<file path="src/rtl/water_level_filter.sv">
// Stability filter for the bottle water-level bus: commits a level after STABLE_COUNT equal samples.
// Optional sensor-unstable detector enabled by defining WLF_FAULT_EN.
module water_level_filter #(
    parameter int WIDTH        = 4,
    parameter int STABLE_COUNT = 4,
    parameter int SAMPLE_DIV   = 1,
    parameter int FAULT_TICKS  = 64
) (
    input  logic             clk,
    input  logic             reset,
    input  logic [WIDTH-1:0] level_in,
    output logic [WIDTH-1:0] level_out,
    output logic             level_valid,
    output logic             change_pulse,
    output logic             rise_pulse,
    output logic             drop_pulse,
    output logic [WIDTH-1:0] drop_amount,
    output logic             sample_tick,
    output logic             fault
);

    localparam int DIV_W = ($clog2(SAMPLE_DIV + 1) < 1) ? 1 : $clog2(SAMPLE_DIV + 1);
    localparam int CNT_W = ($clog2(STABLE_COUNT + 1) < 1) ? 1 : $clog2(STABLE_COUNT + 1);
    localparam logic [DIV_W-1:0] DIV_LAST = DIV_W'(SAMPLE_DIV - 1);
    localparam logic [CNT_W-1:0] CNT_MAX  = CNT_W'(STABLE_COUNT);

    if (STABLE_COUNT < 1 || SAMPLE_DIV < 1 || FAULT_TICKS < 1) begin : g_bad_params
        $error("water_level_filter: STABLE_COUNT, SAMPLE_DIV and FAULT_TICKS must be >= 1");
    end

    logic [DIV_W-1:0] div_cnt;
    logic [WIDTH-1:0] candidate;
    logic [CNT_W-1:0] stable_cnt;
    logic [CNT_W-1:0] next_cnt;
    logic             tick;
    logic             commit;

    always_comb begin
        tick     = (div_cnt == DIV_LAST);
        next_cnt = CNT_W'(1);
        if (level_in == candidate) begin
            next_cnt = (stable_cnt >= CNT_MAX) ? CNT_MAX : stable_cnt + 1'b1;
        end
        commit = tick && (next_cnt == CNT_MAX) && ((level_in != level_out) || !level_valid);
    end

    always_ff @(posedge clk or negedge reset) begin
        if (!reset) begin
            div_cnt     <= '0;
            sample_tick <= 1'b0;
        end else begin
            sample_tick <= tick;
            div_cnt     <= tick ? '0 : div_cnt + 1'b1;
        end
    end

    always_ff @(posedge clk or negedge reset) begin
        if (!reset) begin
            candidate    <= '0;
            stable_cnt   <= '0;
            level_out    <= '0;
            level_valid  <= 1'b0;
            change_pulse <= 1'b0;
            rise_pulse   <= 1'b0;
            drop_pulse   <= 1'b0;
            drop_amount  <= '0;
        end else begin
            change_pulse <= 1'b0;
            rise_pulse   <= 1'b0;
            drop_pulse   <= 1'b0;
            if (tick) begin
                candidate  <= level_in;
                stable_cnt <= next_cnt;
                if (commit) begin
                    level_out    <= level_in;
                    level_valid  <= 1'b1;
                    change_pulse <= 1'b1;
                    // once valid, a commit always differs from level_out, so it is a rise or a drop
                    if (level_valid) begin
                        if (level_in > level_out) begin
                            rise_pulse <= 1'b1;
                        end else begin
                            drop_pulse  <= 1'b1;
                            drop_amount <= level_out - level_in;
                        end
                    end
                end
            end
        end
    end

`ifdef WLF_FAULT_EN
    localparam int FLT_W = ($clog2(FAULT_TICKS + 1) < 1) ? 1 : $clog2(FAULT_TICKS + 1);
    localparam logic [FLT_W-1:0] FLT_MAX  = FLT_W'(FAULT_TICKS);
    localparam logic [FLT_W-1:0] FLT_LAST = FLT_W'(FAULT_TICKS - 1);

    logic [FLT_W-1:0] unstable_cnt;

    always_ff @(posedge clk or negedge reset) begin
        if (!reset) begin
            unstable_cnt <= '0;
            fault        <= 1'b0;
        end else if (tick) begin
            if (next_cnt == CNT_MAX) begin
                unstable_cnt <= '0;
                fault        <= 1'b0;
            end else if (unstable_cnt != FLT_MAX) begin
                unstable_cnt <= unstable_cnt + 1'b1;
                if (unstable_cnt == FLT_LAST) begin
                    fault <= 1'b1;
                end
            end
        end
    end
`else
    assign fault = 1'b0;
`endif

endmodule

</file>
<file path="config.mk">
export PLATFORM = sky130hd
export DESIGN_NAME = water_level_filter
export DESIGN_NICKNAME = d
export VERILOG_FILES = /design/src/rtl/water_level_filter.sv
export SDC_FILE = /design/constraint.sdc
export NUM_CORES = 1
export LEC_CHECK = 0
export ABC_AREA = 1
export CAP_MARGIN = 10
export CORE_MARGIN = 2
export CORE_UTILIZATION = 40
export CTS_CLUSTER_SIZE = 40
export DETAILED_ROUTE_END_ITERATION = 8
export PLACE_DENSITY = 0.6
export SETUP_SLACK_MARGIN = 0.3
export SYNTH_ARGS = -nofsm -noshare
export SYNTH_HDL_FRONTEND = slang
export SYNTH_SLANG_ARGS = --single-unit
</file>
<file path="constraint.sdc">
create_clock -name clk -period 4.2 [get_ports clk]
set_clock_uncertainty 0.2 [all_clocks]
set_input_delay 0.84 -clock clk [delete_from_list [all_inputs] [get_ports clk]]
set_output_delay 0.84 -clock clk [all_outputs]
set_load 0.005 [all_outputs]
</file>
==> flow_results.org <==
** Setup path
- By startpoint and endpoint, the worst setup path is classified as input port to flop.
- STA classifies the critical path endpoint as a flop.
- Among the stages of the critical path, the cell type that occurs most often is sky130_fd_sc_hd__nor2_1.
- The critical path goes through clkdlybuf4s50_1, ha_1, fa_1, nor2_1, nor2_1, nor2_1, nand4_1, nand2_1, nand2_1.
- Critical Path Max Stage Delay :: ~0.47 ns
- The worst setup path is launched from an input port.
- Among cell families on the critical path, the largest total delay comes from simple AND/OR/NAND/NOR gates.
- Data on the critical path is required at its endpoint by approximately 4.2 ns.
- Maximum fanout encountered on the critical timing path :: 5
- Cell type of the slowest stage on the worst timing path :: sky130_fd_sc_hd__clkdlybuf4s50_1
- Bufs and invs on worst path :: 1
- For the worst setup path, the data arrival time is approximately 2.8 ns.

** STA
- The number of hold violations in the final report was 0.
- Setup violations remaining at the end of the flow were counted as 0.
- Setup repair after global routing left no endpoint under its margin.
- After routing, the total negative slack on setup checks comes to 0 ns.
- The routed design could run at a clock period as short as roughly 2.8 ns.
- The final critical path takes up between 60% and 70% of the cycle.
- In this run the tightest slew margin relative to its limit is 42.6%.
- The number of slew-limit violations in the final report is 0.
- Transition time at the pin with the least slew margin :: 0.859 ns
- Based on the critical path, the design can be clocked at up to ~360 MHz.

** Logic synthesis
- Count of different cell masters after synthesis :: 23
- Portion of synthesized cell area occupied by the leading cell type :: just under 50%
- Counting flops with a built-in enable in the synthesized netlist gives 0.
- Most used DFF post-synth :: sky130_fd_sc_hd__dfrtp_1
- For this run, the number of Yosys warnings is 0.
- After synthesis, the share of flip-flops with an asynchronous set or reset is 100%.
- #FFs+latches synth :: 20
- Summing every instance area after synthesis gives around 1000 µm².
- Avg Inst Size Synth :: 8.81 µm²
- The cell count after synthesis came out at roughly 120.
- The biggest area contributor in the post-synthesis netlist is sky130_fd_sc_hd__dfrtp_1.
- By area the synthesized netlist is led by sky130_fd_sc_hd__dfrtp_1 49%, sky130_fd_sc_hd__nand2_1 12%, sky130_fd_sc_hd__ha_1 7.4%, sky130_fd_sc_hd__inv_1 7.0%, sky130_fd_sc_hd__o21ai_2 3.5%.
- Ranking of synthesized cells by instance count :: 32 x sky130_fd_sc_hd__nand2_1, 20 x sky130_fd_sc_hd__dfrtp_1, 19 x sky130_fd_sc_hd__inv_1
- Proportion of synthesized chip area in sequential cells :: between 40% and 50%
- In the post-synthesis netlist, the cell with the most instances is sky130_fd_sc_hd__nand2_1.
- Counting every net in the synthesized netlist gives about 130.

** Placed design
- DP Cell Count :: 161
- After legalization and detailed placement, the total HPWL measured between 1000 and 1500 µm.
- Routability-driven placement finished with a final weighted congestion of 0.741.
- Count of port buffers added during placement :: 18

** Clocking
- The number of hold buffers added after CTS was 0.
- TritonCTS Buffers :: 3
- Clock latency on the worst-skew pair, taken at its later pin, is 0.30 ns.
- TritonCTS built the clock tree.
- Once the clock tree was built, the resizer swapped 0 gates to a different size.
- Clock Sink Count :: 20
- Root Buffer :: sky130_fd_sc_hd__clkbuf_4
- The clock passes through at most 2 buffers.
- Clock-pin slew was measured on the worst setup and hold paths at between 0.1 and 0.15 ns.
- After clock tree synthesis, the setup repair step added 0 buffers.
- Depth of the CTS H-tree :: 1

** Routing
- Number of search-and-repair iterations in the first detailed-routing pass :: 4
- In the final routed layout, each cell accounts on average for 10.0 µm.
- Once detail routing completed, the nets flagged for antenna violations numbered 0.
- For this run, design rule violations remaining after detail routing come to 0.
- After detailed routing, the number of vias per cell comes to approximately 4.4.
- For this block, the via count after detailed routing is roughly 720.
- The first routing iteration left 11 violations.
- Aggregate routed wire length :: 1650 µm

** Flow run
- Reported max-cap violation count :: 0

** Die
- Once the floorplan was initialized, standard cells occupied around two fifths of the core.
- The die is around 54 µm wide.
- The die is around 54 µm tall.
- In this run the count of I/O pins placed on the die edge is 20.
- After floorplanning, the core was divided into 18 placement rows.
- Core Box Area :: roughly 2400 µm²
- The floorplan step defined a die boundary enclosing between 2000 and 3000 µm².

** GRT
- Entering global routing, the biggest net connects 21 pins.
- Number of global-route vias before repair :: 693
- Initial antenna violation count :: 0
- GRT overflow :: 0
- Global routing used 14.3% of the available tracks across all layers.
- Global-route wire length before repair :: around 3000 µm

** Cells and area
- Number of nets in the layout :: 149
- Compared with the post-synthesis result, the final layout area differs by 23.2%.
- Share of final-layout standard cells stronger than drive strength 1 :: 12.6%
- Once layout is complete, the cells apart from fillers number roughly 170.
- The repair_antennas step left the layout with diodes totalling 0.

** Outcome
- The run finished with clean final reports.

** Min path
- Path category of the worst min-delay check :: flop to flop

** Power and ir drop
- Maximum ir drop on the vdd rail :: approximately 0.18 mV
- Summed over all cells, the static leakage comes to 0.669 nW.
- Power density cells :: ~320 nW/µm²
## per-stage QoR
stage,utilization (%),cell area (µm²),worst slack (ns),total power [mW],hold slack (ns)
after floorplan,-,1010,1.77,0.259,0.265
after global placement,49.8,1210,1.17,0.289,0.262
after detailed placement,49.8,1210,1.11,0.291,0.264
after CTS,51.3,1250,1.45,0.405,0.292
after global routing,51.3,1250,1.22,0.427,0.338
final,51.3,1250,1.44,0.399,0.286
## worst paths after layout
| kind | cells past startpoint | startpoint | slack, ns | end |
|---|---|---|---|---|
| worst max register to register | 9 | level_out[0] | 2.07 | drop_amount[0] |
| worst min register to register | 2 | drop_amount[3] | 0.29 | drop_amount[3] |
| max in group asynchronous | 1 | reset | 2.46 | level_out[2] |
| worst min-delay path | 2 | drop_amount[3] | 0.29 | drop_amount[3] |
| min in group asynchronous | 1 | reset | 0.81 | drop_amount[1] |
| worst max-delay path | 9 | level_in[0] | 1.44 | drop_amount[0] |
## worst min-delay path, cell delays in order (launching register included)
cell and delay [ns]:
sky130_fd_sc_hd__dfrtp_1 0.37, sky130_fd_sc_hd__nand2_1 0.05, sky130_fd_sc_hd__nand2_1 0.04
## cells by family after synthesis
family | count (synthesis) | synth area share, %
other cells | 2 | 0.741
xor+xnor | 1 | 0.864
buf+inv | 24 | 10.0
simple gates | 53 | 24.0
flops | 20 | 49.4
compound gates | 8 | 5.68
fa+ha+maj | 7 | 9.38
## final cells by class
| type | count | area, µm² |
|---|---|---|
| tap | 30 | 37.5 |
| sequential | 20 | 500 |
| timing repair buffer | 18 | 180 |
| inverter | 22 | 82.6 |
| fill | 240 | 1180 |
| multi-input combinational | 71 | 412 |
| clock buffer | 4 | 36.3 |
## routing by layer
layer	global-route usage, %	vias up	wire length [µm]
li1	-	387	-
met1	18.4	318	740
met2	22.3	14	811
met3	2.46	5	60
met4	8.75	0	39
met5	0	-	0
## sequential cells by signal, indices dropped and copies added, names as in the netlist
| signal | flops |
|---|---|
| drop_amount | 4 |
| change_pulse | 1 |
| candidate | 4 |
| sample_tick | 1 |
| level_valid | 1 |
| stable_cnt | 3 |
| drop_pulse | 1 |
| level_out | 4 |
| rise_pulse | 1 |
## report_power, final
group	switching, mW	total, mW	internal, mW
sequential	0.00631	0.208	0.202
clock	0.0597	0.113	0.0529
combinational	0.0423	0.0781	0.0357
total	0.108	0.399	0.290
## placed cells by master, fill, tap and decap left out, drive strengths merged
cell type and instances:
nand2 33, inv 22, dfrtp 20, clkdlybuf4s50 18
nor2 10, ha 6, nand4 5, o21ai 5
clkbuf 4, nand3 3, a21oi 2, conb 2
nor3 1, a21o 1, xnor2 1, nand3b 1
fa 1
Power figures use the tool's default switching activity.
